$ cat config.mk
export PLATFORM = sky130hd
export DESIGN_NAME = snes_input_arbiter
export DESIGN_NICKNAME = d
export VERILOG_FILES = /design/src/rtl/snes_input_arbiter.sv
export SDC_FILE = /design/constraint.sdc
export NUM_CORES = 1
export LEC_CHECK = 0
export ABC_CLOCK_PERIOD_IN_PS = 3600
export CORE_ASPECT_RATIO = 0.7
export CORE_MARGIN = 8
export CORE_UTILIZATION = 25
export DETAILED_ROUTE_END_ITERATION = 7
export PLACE_DENSITY = 0.4
export RECOVER_POWER = 25
export SYNTH_ARGS = -nofsm -noshare
export SYNTH_HDL_FRONTEND = slang
export SYNTH_SLANG_ARGS = --single-unit
$ cat constraint.sdc
create_clock -name osc_clk -period 3.6 [get_ports osc_clk]
set_clock_uncertainty 0.2 [all_clocks]
set_input_delay 0.36 -clock osc_clk [delete_from_list [all_inputs] [get_ports osc_clk]]
set_output_delay 0.36 -clock osc_clk [all_outputs]
set_load 0.1 [all_outputs]
$ cat src/rtl/snes_input_arbiter.sv
// snes_input_arbiter: shares the SNES button interface between a decoded IR
// remote word and a wired pad. It selects an owner with an IDLE/PAD/IR machine,
// stretches IR words over a hold window, and serves the arbitrated word to the
// console over the SNES latch/clock/data serial protocol.
// Optional feature macro: PAD_PREEMPT_EN (a nonzero pad in IR forces PAD).
module snes_input_arbiter #(
    parameter int unsigned HOLD_CYCLES    = 240000,
    parameter int unsigned RELEASE_CYCLES = 2000
) (
    input  logic        osc_clk,
    input  logic        reset,
    input  logic        ir_valid,
    input  logic [15:0] ir_buttons,
    input  logic [15:0] pad_buttons,
    input  logic        snes_latch,
    input  logic        snes_clk,
    output logic        snes_data,
    output logic [15:0] buttons,
    output logic [1:0]  owner,
    output logic        ir_hold_active
);

    localparam int unsigned BTN_W  = 16;
    localparam int unsigned HOLD_W = 18;
    localparam int unsigned REL_W  = 11;

    localparam logic [HOLD_W-1:0] HOLD_LOAD = HOLD_W'(HOLD_CYCLES - 1);
    localparam logic [REL_W-1:0]  REL_LAST  = REL_W'(RELEASE_CYCLES - 1);

`ifdef PAD_PREEMPT_EN
    localparam logic PREEMPT = 1'b1;
`else
    localparam logic PREEMPT = 1'b0;
`endif

    typedef enum logic [1:0] {
        ST_IDLE = 2'b00,
        ST_PAD  = 2'b01,
        ST_IR   = 2'b10
    } state_e;

    state_e             state_q, state_d;
    logic [HOLD_W-1:0]  hold_q, hold_d;
    logic [REL_W-1:0]   rel_q, rel_d;
    logic [BTN_W-1:0]   word_q, word_d;
    logic [BTN_W-1:0]   buttons_q, buttons_d;
    logic               hold_active_q, hold_active_d;

    logic               pad_active;
    logic               ir_new;
    logic               ir_release;

    assign pad_active = |pad_buttons;
    assign ir_new     = ir_valid & (|ir_buttons);
    assign ir_release = ir_valid & ~(|ir_buttons);

    // Ownership machine: next state, counters, latched IR word and outputs.
    always_comb begin
        state_d       = state_q;
        hold_d        = hold_q;
        rel_d         = rel_q;
        word_d        = word_q;
        buttons_d     = '0;
        hold_active_d = 1'b0;

        case (state_q)
            ST_IDLE: begin
                // Pad wins a same-cycle tie; the IR word is dropped.
                if (pad_active) begin
                    state_d = ST_PAD;
                    rel_d   = '0;
                end else if (ir_new) begin
                    state_d = ST_IR;
                    word_d  = ir_buttons;
                    hold_d  = HOLD_LOAD;
                end
            end
            ST_PAD: begin
                if (pad_active) begin
                    rel_d = '0;
                end else if (rel_q == REL_LAST) begin
                    state_d = ST_IDLE;
                    rel_d   = '0;
                end else begin
                    rel_d = rel_q + REL_W'(1);
                end
            end
            ST_IR: begin
                if (PREEMPT && pad_active) begin
                    state_d = ST_PAD;
                    rel_d   = '0;
                    hold_d  = '0;
                end else if (ir_release) begin
                    state_d = ST_IDLE;
                    hold_d  = '0;
                end else if (ir_new) begin
                    word_d = ir_buttons;
                    hold_d = HOLD_LOAD;
                end else if (hold_q == '0) begin
                    state_d = ST_IDLE;
                end else begin
                    hold_d = hold_q - HOLD_W'(1);
                end
            end
            default: begin
                state_d = ST_IDLE;
                hold_d  = '0;
                rel_d   = '0;
            end
        endcase

        case (state_d)
            ST_PAD:  buttons_d = pad_buttons;
            ST_IR:   buttons_d = word_d;
            default: buttons_d = '0;
        endcase
        hold_active_d = (state_d == ST_IR) && (hold_d != '0);
    end

    // Ownership machine registers and registered arbiter outputs.
    always_ff @(posedge osc_clk) begin
        if (reset) begin
            state_q       <= ST_IDLE;
            hold_q        <= '0;
            rel_q         <= '0;
            word_q        <= '0;
            buttons_q     <= '0;
            hold_active_q <= 1'b0;
        end else begin
            state_q       <= state_d;
            hold_q        <= hold_d;
            rel_q         <= rel_d;
            word_q        <= word_d;
            buttons_q     <= buttons_d;
            hold_active_q <= hold_active_d;
        end
    end

    assign buttons        = buttons_q;
    assign owner          = state_q;
    assign ir_hold_active = hold_active_q;

    // Serial port: console strobes are synchronized, then edge detected.
    logic               latch_s1_q, latch_s2_q, latch_h_q;
    logic               clk_s1_q, clk_s2_q, clk_h_q;
    logic [BTN_W-1:0]   shift_q, shift_d;
    logic               snes_data_q, snes_data_d;
    logic               latch_rise;
    logic               clk_rise;

    assign latch_rise = latch_s2_q & ~latch_h_q;
    assign clk_rise   = clk_s2_q & ~clk_h_q;

    // Shift register: load on latch rise, keep reloading while latch is high,
    // shift right on each console clock rise; zeros fill in after 16 bits.
    always_comb begin
        shift_d = shift_q;
        if (latch_rise) begin
            shift_d = buttons_q;
        end else if (latch_s2_q) begin
            shift_d = buttons_q;
        end else if (clk_rise) begin
            shift_d = {1'b0, shift_q[BTN_W-1:1]};
        end
        snes_data_d = ~shift_d[0];
    end

    // Synchronizer, history and shift register flops.
    always_ff @(posedge osc_clk) begin
        if (reset) begin
            latch_s1_q  <= 1'b0;
            latch_s2_q  <= 1'b0;
            latch_h_q   <= 1'b0;
            clk_s1_q    <= 1'b1;
            clk_s2_q    <= 1'b1;
            clk_h_q     <= 1'b1;
            shift_q     <= '0;
            snes_data_q <= 1'b1;
        end else begin
            latch_s1_q  <= snes_latch;
            latch_s2_q  <= latch_s1_q;
            latch_h_q   <= latch_s2_q;
            clk_s1_q    <= snes_clk;
            clk_s2_q    <= clk_s1_q;
            clk_h_q     <= clk_s2_q;
            shift_q     <= shift_d;
            snes_data_q <= snes_data_d;
        end
    end

    assign snes_data = snes_data_q;

endmodule
* After elaboration in Yosys (flattened, before gate mapping)
Index checks and enable logic that the tools add are counted.
Cells by class: add/sub/neg operators 2, equality and inequality tests 6, multiplexer cells 26, bitwise logic cells 9, reductions and logical operators 8
Operators by type and width (number):
- $mux 16 | 6
- $mux 18 | 5
- $pmux 16 s2 | 2
- $pmux 18 s3 | 1
- $mux 11 | 3
- $pmux 11 s3 | 1
- $reduce_or 16->1 | 2
- $logic_not 18->1 | 1
- $reduce_bool 18->1 | 1
- $sub 18x1->18 const B | 1
- $mux 2 | 7
- $add 11x1->11 const B | 1
- $eq 11x11->1 const B | 1
- $pmux 2 s3 | 1
- $not 1->1 | 5
- $and 1x1->1 | 4
- $eq 2x1->1 const B | 2
- $eq 2x2->1 const B | 2
- $reduce_bool 3->1 | 1
- $logic_not 2->1 | 1
- $ne 2x2->1 const B | 1
- $reduce_and 2->1 | 1
- $logic_and 1x1->1 | 1
Word-level totals: register bits 87, bits of input ports 37, output and inout port bits 20, logic and storage cells 66

* Logic depth before layout (Yosys ltp)
Gate-level depths: netlist of the first run.
word-level depth 7, depth in mapped cells 15, depth with buffers taken out 13

* Worst setup path after synthesis of the first run
OpenSTA, ideal clock, no wires.
path kind flip-flop to flip-flop, from reg state_q[1] (netlist: owner[1]), to reg buttons_q[11] (netlist: buttons[11]), library setup time 66 ps, arrival 2741 ps, data required time 3334 ps, setup slack 593 ps, stages on the path, launching flop included 10, buffers on the path 2, period minus slack after synthesis 3007 ps, cells stage by stage dfxtp_1 nand2b_1 a21o_1 buf_4 nor2_1 nor2_4 ha_1 or2_2 clkbuf_1 nor2b_1
On the way: longest elaborated chain between the ends 6, elaborated cells on any way between the ends 15, classes of those cells eq/ne: 4; mux: 10; reduce/logical: 1
Ends and longest elaborated chain:
- start: declaration | RTL line 42 | state_e state_q, state_d;
- start signal: assignment | RTL line 130 | state_q <= state_d;
- $mux 2 | RTL line 99 | end else if (hold_q == '0) begin
- $mux 2 | RTL line 96 | end else if (ir_new) begin
- $mux 2 | RTL line 93 | end else if (ir_release) begin
- $pmux 2 s3 | RTL line 66 | case (state_q)
- $eq 2x2->1 or $eq 2x1->1 (tied branches) | RTL line 112 | case (state_d)
- $pmux 16 s2 (*) | RTL line 112
- end signal: assignment | RTL line 134 | buttons_q <= buttons_d;
- end: declaration | RTL line 46 | logic [BTN_W-1:0] buttons_q, buttons_d;
Mark *: on every way between the ends. The rest lies on a longest branch, timed or not. A chain may end at the register's enable or synchronous reset.

* Worst setup path after layout of the first run
from reg hold_q[0], to reg buttons_q[5] (netlist: buttons[5])
On the way: longest elaborated chain between the ends 7, elaborated cells on any way between the ends 8, classes of those cells eq/ne: 2; mux: 5; reduce/logical: 1
Ends and longest elaborated chain:
- start: declaration | RTL line 43 | logic [HOLD_W-1:0] hold_q, hold_d;
- start signal: assignment | RTL line 131 | hold_q <= hold_d;
- $logic_not 18->1 (*) | RTL line 99
- $mux 2 (*) | RTL line 99
- $mux 2 (*) | RTL line 96
- $mux 2 (*) | RTL line 93
- $pmux 2 s3 (*) | RTL line 66
- via state_d[1] | RTL line 42
- $eq 2x2->1 or $eq 2x1->1 (tied branches) | RTL line 112
- $pmux 16 s2 (*) | RTL line 112
The timed path passes the listed nets; every way through them passes the cells marked *.

==> results of run 1 <==
-- Yosys cell counts (2+ instances only) --
library cell | count | area, um2
ha_1 | 4 | 50.1
o21bai_1 | 2 | 15.0
nor4_2 | 6 | 75.1
xnor2_1 | 2 | 17.5
a22oi_1 | 2 | 15.0
o21ai_0 | 31 | 155
mux2i_1 | 32 | 320
a21oi_1 | 32 | 160
or2_2 | 5 | 31.3
o211ai_1 | 4 | 30.0
nor4_1 | 9 | 56.3
nor2b_1 | 21 | 131
a41oi_1 | 2 | 17.5
a21boi_1 | 2 | 15.0
inv_1 | 12 | 45.0
or3_1 | 3 | 18.8
nor2_4 | 3 | 33.8
a21o_1 | 3 | 22.5
a221oi_1 | 2 | 17.5
nand3b_1 | 2 | 15.0
clkbuf_1 | 18 | 67.6
or4_1 | 3 | 22.5
and2_1 | 3 | 18.8
xor2_1 | 5 | 43.8
dfxtp_1 | 86 | 1720
nand3_1 | 5 | 25.0
and3_1 | 3 | 18.8
a31oi_1 | 4 | 25.0
nand2_1 | 36 | 135
buf_4 | 2 | 15.0
a2bb2oi_1 | 2 | 17.5
a211oi_1 | 4 | 30.0
o21a_1 | 2 | 15.0
o21ai_2 | 2 | 17.5
buf_2 | 3 | 15.0
o21ai_1 | 2 | 10.0
and4_1 | 4 | 35.0
nor2_1 | 88 | 330
nand2b_1 | 4 | 25.0
nand4_1 | 4 | 25.0
nor3_1 | 4 | 20.0
-- final cells by class --
type,count,area (um2),share of cell area
clock buffers,11,253,0.0482
repair buffers,64,604,0.115
well taps,225,282,0.0537
inverters,13,48.8,0.00930
flip-flops and latches,86,1720,0.328
multi-input cells,367,2270,0.433
clock inverters,5,65.1,0.0124
-- worst max-delay path, cell delays in order, from the launching register on --
cell and delay [ns]:
dfxtp_1 0.36, inv_1 0.10, ha_1 0.19, nor4b_4 0.23, and2_1 0.34, nand2_2 0.16, nor2_1 0.12, nor2_1 0.07
nor2_4 0.14, inv_2 0.05, ha_1 0.20, inv_1 0.31, o21ai_0 0.19, nor2b_1 0.18
-- through the flow --
step	hold slack (ns)	instance area, um2	total power [mW]	cells
global placement	0.203	4940	1.21	755
finish	0.208	5250	2.18	771
global route	0.244	5250	2.26	771
floorplan	0.189	4150	1.12	490
detailed placement	0.195	4940	1.21	755
CTS	0.211	5260	2.21	771
-- sequential cells by signal, indices dropped and copies added, names as in the netlist --
register	cells
latch_s1_q	1
clk_s1_q	1
clk_h_q	1
hold_q	18
latch_s2_q	1
owner	2
clk_s2_q	1
ir_hold_active	1
snes_data	1
rel_q	11
buttons	16
word_q	16
shift_q	16
-- logic make-up after synthesis --
| group | synth area share |
|---|---|
| buffers and inverters | 0.0380 |
| xor gates and xnor gates | 0.0148 |
| DFF | 0.415 |
| AOI/OAI and AO/OA | 0.164 |
| adders and majority gates | 0.0121 |
| and+or+nand+nor | 0.279 |
| muxes | 0.0772 |
-- routing by layer --
layer	up-vias	global-route usage
met1	1703	0.179
met3	9	0.0383
met5	-	0
met2	80	0.168
li1	1826	-
met4	2	0.0279
-- power by group through the flow --
| stage | logic [mW] | clock network, mW | registers [mW] |
|---|---|---|---|
| 2_1_floorplan | 0.0493 | 0 | 1.07 |
| 4_1_cts | 0.205 | 1.02 | 0.984 |
| 3_5_place_dp | 0.204 | 0 | 1.01 |
| 5_1_grt | 0.215 | 1.06 | 0.986 |
| 6_report | 0.203 | 0.995 | 0.983 |
| 3_3_place_gp | 0.205 | 0 | 1.01 |
-- worst max-delay path by stage --
| stage | endpoint | slack (ns) | cells past startpoint |
|---|---|---|---|
| floorplan | buttons[11] | 0.59 | 9 |
| global placement | ir_hold_active | 0.37 | 9 |
| detailed placement | buttons[5] | 0.39 | 11 |
| CTS | buttons[5] | 0.66 | 13 |
| global route | buttons[5] | 0.36 | 13 |
| finish | buttons[5] | 0.64 | 13 |
==> qor.yml, run 1 <==
antenna_found_initial: 1
hold_path.class: "flop to flop"
post_cts_resize_count: 0
most-common-layout-cells: "88 x nor2_1, 86 x dfxtp_1, 54 x clkdlybuf4s50_1"
vdd_ir_drop_max_mv: 0.199
insertion_delay_ns: 0.34
nets: 582
layout_min_cycle_time_ns: 2.96
leakage_nw: 2.03
netlist_instances: 490
synth_cell_types: 68
die_y_um: 124
n_antenna_cell: 0
worstPathArrival_ns: 2.98
dr.pass1.iters: 4
status: "finished with violations"
final-max-slew-violation-count: 57
post-place-ws_ns: 0.386
pwr-share-seq: 0.451
rsz0062_at_grt: "false"
post-route-period-util: 0.823
violations: "max-capacitance violations, max-slew violations"
synth_seq_area_share: 0.415
max_freq_mhz: 338
synth_enable_flop_cells: 0
cts_tree: "done"
wl_met1_um: 6720
htreeDepth: 3
nFillCells: 1761
path_clk_slew_ns: 0.07
cp-end-kind: "flop"
ios: 57
r2r-end: "buttons[5]"
swShare: 0.256
worstSetupPathType: "flop to flop"
gp_congestion: 0.847
final_common_cell: "nor2_1"
fin_tns_setup_ns: 0
required_ns: 3.62
grt_pass1_vias: 3450
wl_met3_um: 757
fp.dieArea_um2: 21000
clockBufferDepth: 2
drc: 0
synth_seq_cells: 86
drive_above_1_share: 0.0971
syn_area_um2: 4150
hold_end: "clk_s2_q"
rrSetupSlack_ns: 0.64
detail-route-antenna-nets: 0
maxCapViolCount: 2
port_buffers: 56
hold_depth: 1
gr-total-overflow: 0
grt_use_total: 0.122
numCtsBuffers: 9
layout_setup_ws_ns: 0.637
powerDensity_nw_per_um2: 416
ff2ff_path_depth: 13
p_comb_frac: 0.093
route.vias.total: 3620
final_hold_viol_count: 0
grt_max_degree: 40
synthFlopType: "dfxtp_1"
routed.top_layer: "met5"
cts_setup_buffers: 0
initial_utilization: 0.255
tightestPinTransition_ns: 1.83
wl_um: 12700
dpl.hpwl_um: 9520
slew_headroom: -0.222
drt-wirelength-per-cell_um: 16.5
cp-startpoint: "hold_q[0]"
synthesis.nets: 531
grt_pass1_wl_um: 19800
drtIter0Drc: 246
wl_met2_um: 5140
min-delay-start: "clk_s1_q"
p_int_mw: 1.62
ctsHoldBuffers: 0
die_x_um: 170
power_frac_clock: 0.456
r2r-start: "hold_q[0]"
async_flop_share: 0
syn_to_final_growth_pct: 26.4
cts-root-buf: "clkbuf_16"
setup_violations: 0
startpoint_type: "flop"
switching_power_mw: 0.559
avgSynthCellArea_um2: 8.47
rows: 39
cts_sinks: 86
design.core.area_um2: 16300
viasPerCell: 4.70
ys_warn_count: 0
utilization: 0.322
cp_max_fo: 16
Power figures use the tool's default switching activity.
==> run 2, diff against run 1 <==
ABC_CLOCK_PERIOD_IN_PS = 2490   (was 3600)
PLACE_DENSITY = 0.41   (was 0.4)
clock period = 2.49 ns   (was 3.6 ns; I/O delays follow)
==> qor.yml, run 2 (synthesis results as in run 1) <==
min-delay-start: "ir_buttons[1]"
gr-total-overflow: 0
path_clk_slew_ns: 0.07
vdd_ir_drop_max_mv: 0.316
insertion_delay_ns: 0.34
worstPathArrival_ns: 2.62
final_hold_viol_count: 0
max_freq_mhz: 392
final-max-slew-violation-count: 0
cts_tree: "done"
ctsHoldBuffers: 0
nets: 715
r2r-start: "hold_q[0]"
grt_max_degree: 33
slew_headroom: 0.115
cts_sinks: 86
critical_path_buf_inv_count: 3
layout_setup_ws_ns: -0.0606
detail-route-antenna-nets: 0
cp_common_cell: "buf_4"
setup_violations: 1
dpl.hpwl_um: 10800
route.vias.total: 4087
cp_slowest_cell: "or4_4"
cts-root-buf: "clkbuf_16"
holdWs_ns: 0.131
crit_family: "simple AND/OR/NAND/NOR gates"
numCtsBuffers: 9
wl_um: 14200
startpoint_type: "flop"
drive_above_1_share: 0.334
cp-end-kind: "flop"
port_buffers: 56
most-common-layout-cells: "135 x buf_4, 86 x nor2_1, 79 x dfxtp_1"
htreeDepth: 3
tightestPinTransition_ns: 1.33
design.core.area_um2: 16300
clockBufferDepth: 2
postLayoutCellArea_um2: 6400
maxCapViolCount: 0
worstSetupPathType: "flop to flop"
grt_pass1_wl_um: 21600
gp_congestion: 0.887
fp.dieArea_um2: 21000
post-place-ws_ns: -0.433
grt_use_total: 0.131
ios: 57
syn_to_final_growth_pct: 54.2
die_y_um: 124
slowest_delay_ns: 0.50
dr.pass1.iters: 5
powerDensity_nw_per_um2: 494
dpl_cell_area_um2: 5830
viasPerCell: 4.52
drc: 0
hold_path.class: "input pin to flop"
rows: 39
layout_min_cycle_time_ns: 2.55
rrSetupSlack_ns: -0.06
drt-wirelength-per-cell_um: 15.7
final_common_cell: "buf_4"
hold_end: "word_q[1]"
largest_reg_flops: 18
required_ns: 2.56
nFillCells: 1702
hold_depth: 3
drtIter0Drc: 328
leakage_nw: 2.72
initial_utilization: 0.255
status: "finished with violations"
regMostFlops: "hold_q"
r2r-end: "ir_hold_active"
path_cells: "inv_2 -> ha_4 -> nor4b_4 -> buf_4 -> nand4_1 -> buf_4 -> or4_4 -> o21ai_4 -> nor2b_4 -> and4_4 -> a41oi_2"
post-route-period-util: 1.02
ff2ff_path_depth: 11
cp_max_fo: 4
grt_pass1_vias: 3825
violations: "negative setup slack"
rsz0062_at_grt: "true"
antenna_found_initial: 0
n_antenna_cell: 0
die_x_um: 170
run 2: area by class of cell:
class	count	area (um2)	area share
Multi-Input combinational cell	368	2490	0.390
Sequential cell	86	1740	0.272
Timing Repair Buffer	196	1520	0.238
Tap cell	225	282	0.0440
Clock buffer	9	225	0.0352
Clock inverter	7	90.1	0.0141
Inverter	13	48.8	0.00763
run 2: metal layers:
layer  track usage  part of all wire  vias to the layer above
met3        0.0285             0.045                       10
met2         0.175              0.40                       76
met4        0.0224            0.0051                        0
li1              -                 -                     2100
met1         0.208              0.55                     1901
met5             0                 0                        -
run 2: worst reg2reg max path, cell delays in order, from the launching register on:
cell and delay (ns):
dfxtp_2 0.33, inv_2 0.08, ha_4 0.14, nor4b_4 0.21, buf_4 0.17, nand4_1 0.10
buf_4 0.19, or4_4 0.50, o21ai_4 0.18, nor2b_4 0.06, and4_4 0.19, a41oi_2 0.14
run 2: report_power, final:
| group | internal, mW | total, mW | switching, mW | leakage, nW |
|---|---|---|---|---|
| combinational | 0.113 | 0.323 | 0.210 | 1.87 |
| sequential | 1.40 | 1.41 | 0.0159 | 0.703 |
| clock | 0.801 | 1.43 | 0.626 | 0.147 |
| total | 2.31 | 3.16 | 0.852 | 2.72 |
run 2: how the worst max path moves through the flow:
stage	startpoint	end	slack, ns	cells after the start
CTS	hold_q[1]	ir_hold_active	-0.02	10
detailed placement	ir_buttons[15]	buttons[1]	-0.43	10
global placement	ir_buttons[3]	ir_hold_active	-0.41	9
finish	hold_q[0]	ir_hold_active	-0.06	11
floorplan	hold_q[0]	buttons[10]	0.0009	15
global route	hold_q[1]	ir_hold_active	-0.14	11
run 2: what timing repair did:
item                                   in CTS  in global routing
buffers inserted                            2                 11
pin swaps                                   6                 16
endpoints found under the hold margin       0                  0
gates cloned                                0                  1
setup endpoints to repair                  17                 26
resized for setup                          23                 41
run 2: stage by stage:
stage / instances / setup TNS, ns / utilization / power [mW]
6_report: 904 / -0.0606 / 0.393 / 3.16
5_1_grt: 904 / -0.169 / 0.393 / 3.30
4_1_cts: 892 / -0.0196 / 0.381 / 3.22
3_3_place_gp: 874 / -10.37 / 0.358 / 1.77
2_1_floorplan: 490 / 0 / - / 1.62
3_5_place_dp: 874 / -10.82 / 0.358 / 1.77
==> RTL change, RTL diff (flow settings as in run 1) <==
Add a define of `PAD_PREEMPT_EN`.
--- a/src/rtl/snes_input_arbiter.sv
+++ b/src/rtl/snes_input_arbiter.sv
@@ -3,6 +3,8 @@
 // stretches IR words over a hold window, and serves the arbitrated word to the
 // console over the SNES latch/clock/data serial protocol.
 // Optional feature macro: PAD_PREEMPT_EN (a nonzero pad in IR forces PAD).
+`define PAD_PREEMPT_EN
+
 module snes_input_arbiter #(
     parameter int unsigned HOLD_CYCLES    = 240000,
     parameter int unsigned RELEASE_CYCLES = 2000
Check against the original RTL: not equivalent (a bounded check fails within 4 cycles, from zero or initial values and one cycle with reset high).
==> RTL change against run 1 <==
The flow still finishes with violations (max-capacitance violations, max-slew violations). Wire length down 2.2%. Hold slack better by 38 ps. Worst setup slack worse by 200 ps. Count of clock-buffer cells in the layout down 1. Synthesized area down 4.3%. Sequential cell count unchanged. Cell count down 3.5%. Utilization up 1.1 points. Final area down 1.6%. Power down 2.1%. Critical endpoint is now buttons[6].
==> RTL change: results (changes against run 1) <==
.. list-table::
   :header-rows: 1

   * - Metric
     - Value
   * - Violated checks
     - max-capacitance violations, max-slew violations
   * - Total Nets Final
     - 580 (-0.34%)
   * - Commonest cells in the synthesized netlist
     - 89 x sky130_fd_sc_hd__nor2_1, 86 x sky130_fd_sc_hd__dfxtp_1, 37 x sky130_fd_sc_hd__a21oi_1
   * - Overall Global Routing Usage
     - 12.5% (+0.34 points)
   * - Number of maximum-capacitance constraint violations
     - 2 (unchanged)
   * - Type of the worst setup path
     - in2reg
   * - Most area-consuming cells after synthesis
     - sky130_fd_sc_hd__dfxtp_1 43%, sky130_fd_sc_hd__nor2_1 8.4%, sky130_fd_sc_hd__mux2i_1 7.8%, sky130_fd_sc_hd__a21oi_1 4.7%, sky130_fd_sc_hd__o21ai_0 2.9%
   * - Vias in the first global route
     - 3563 (+3.3%)
   * - Post-synthesis adder-cell area fraction
     - 1.26% (+0.054 points)
   * - Area after detailed placement
     - 0.00487 mm² (-1.3%)
   * - Global placer's final weighted congestion
     - 0.835 (-1.5%)
   * - First DRT Iteration DRCs
     - 225 (-8.5%)
   * - Synth Area in Compound Gates
     - 14.8% (-1.6 points)
   * - Worst-path fanout max
     - 12 (-4)
   * - Number of antenna violations at the first check in global routing
     - 0 (-1)
   * - Actual transition at the worst max-transition pin
     - 2170 ps (+342 ps)
   * - DP Wirelength
     - 9360 µm (-1.6%)
   * - Result of the run
     - finished, violations left
   * - Number of library cell types mapped by synthesis
     - 49 (-28%)
   * - Vias after detailed routing
     - 3662 (+1.2%)
   * - # fillers
     - 1643 (-6.7%)
   * - Max-slew violations
     - 61 (+7.0%)
   * - Fraction of final layout cells sized beyond drive strength 1
     - 10.5% (+0.77 points)
   * - Maximum number of pins on one net before global-route repair
     - 44 (+10%)
   * - Critical Path Max Stage Delay
     - 640 ps (+280 ps)
## RTL change: through the flow
stage / cells / hold slack, ps / total power, mW / setup slack [ps] / utilization [%]
after floorplan: 473 / 189 / 1.12 / 484 / -
after global placement: 728 / 226 / 1.21 / 72.1 / 31.4
after detailed placement: 728 / 224 / 1.21 / 51.4 / 31.4
after CTS: 744 / 243 / 2.17 / 403 / 33.4
after global routing: 744 / 253 / 2.22 / 95.8 / 33.3
final: 744 / 246 / 2.13 / 439 / 33.3
## RTL change: report_power, final
part           internal [mW]  leakage (nW)  total [mW]  switching (mW)
Sequential             0.968         0.699       0.983          0.0149
Combinational         0.0716          1.16       0.202           0.131
Clock                  0.543         0.136       0.950           0.406
## RTL change: worst paths after layout
path / from / end / slack, ps
worst max register to register: hold_q[5] / ir_hold_active / 440
worst min register to register: clk_s2_q / clk_h_q / 250
worst min-delay path: clk_s2_q / clk_h_q / 250
worst max-delay path: ir_buttons[4] / buttons[6] / 440
## RTL change: logic make-up (layout without fill, tap and decap cells)
group / Yosys count / in the layout
AND/OR/NAND/NOR: 208 / 208
AO/OA/AOI/OAI: 94 / 94
flip-flops: 86 / 86
buffers and inverters: 40 / 111
multiplexers: 31 / 31
XOR/XNOR: 10 / 10
adder cells (fa/ha/maj): 4 / 4
## RTL change: area by class of cell
| cell class | instances | area [µm²] | area share [%] |
|---|---|---|---|
| Sequential cell | 86 | 1720 | 33.4 |
| Multi-Input combinational cell | 347 | 2100 | 40.7 |
| Tap cell | 200 | 250 | 4.85 |
| Timing Repair Buffer | 83 | 747 | 14.5 |
| Clock inverter | 6 | 70.1 | 1.36 |
| Clock buffer | 10 | 229 | 4.44 |
| Inverter | 12 | 45.0 | 0.873 |
## RTL change: layer usage
metal	vias up	wire [µm]	GRT usage, %
met4	0	165	4.15
met3	14	620	2.86
met5	-	0	0
met1	1738	6740	18.2
met2	99	4910	17.6
li1	1811	-	-
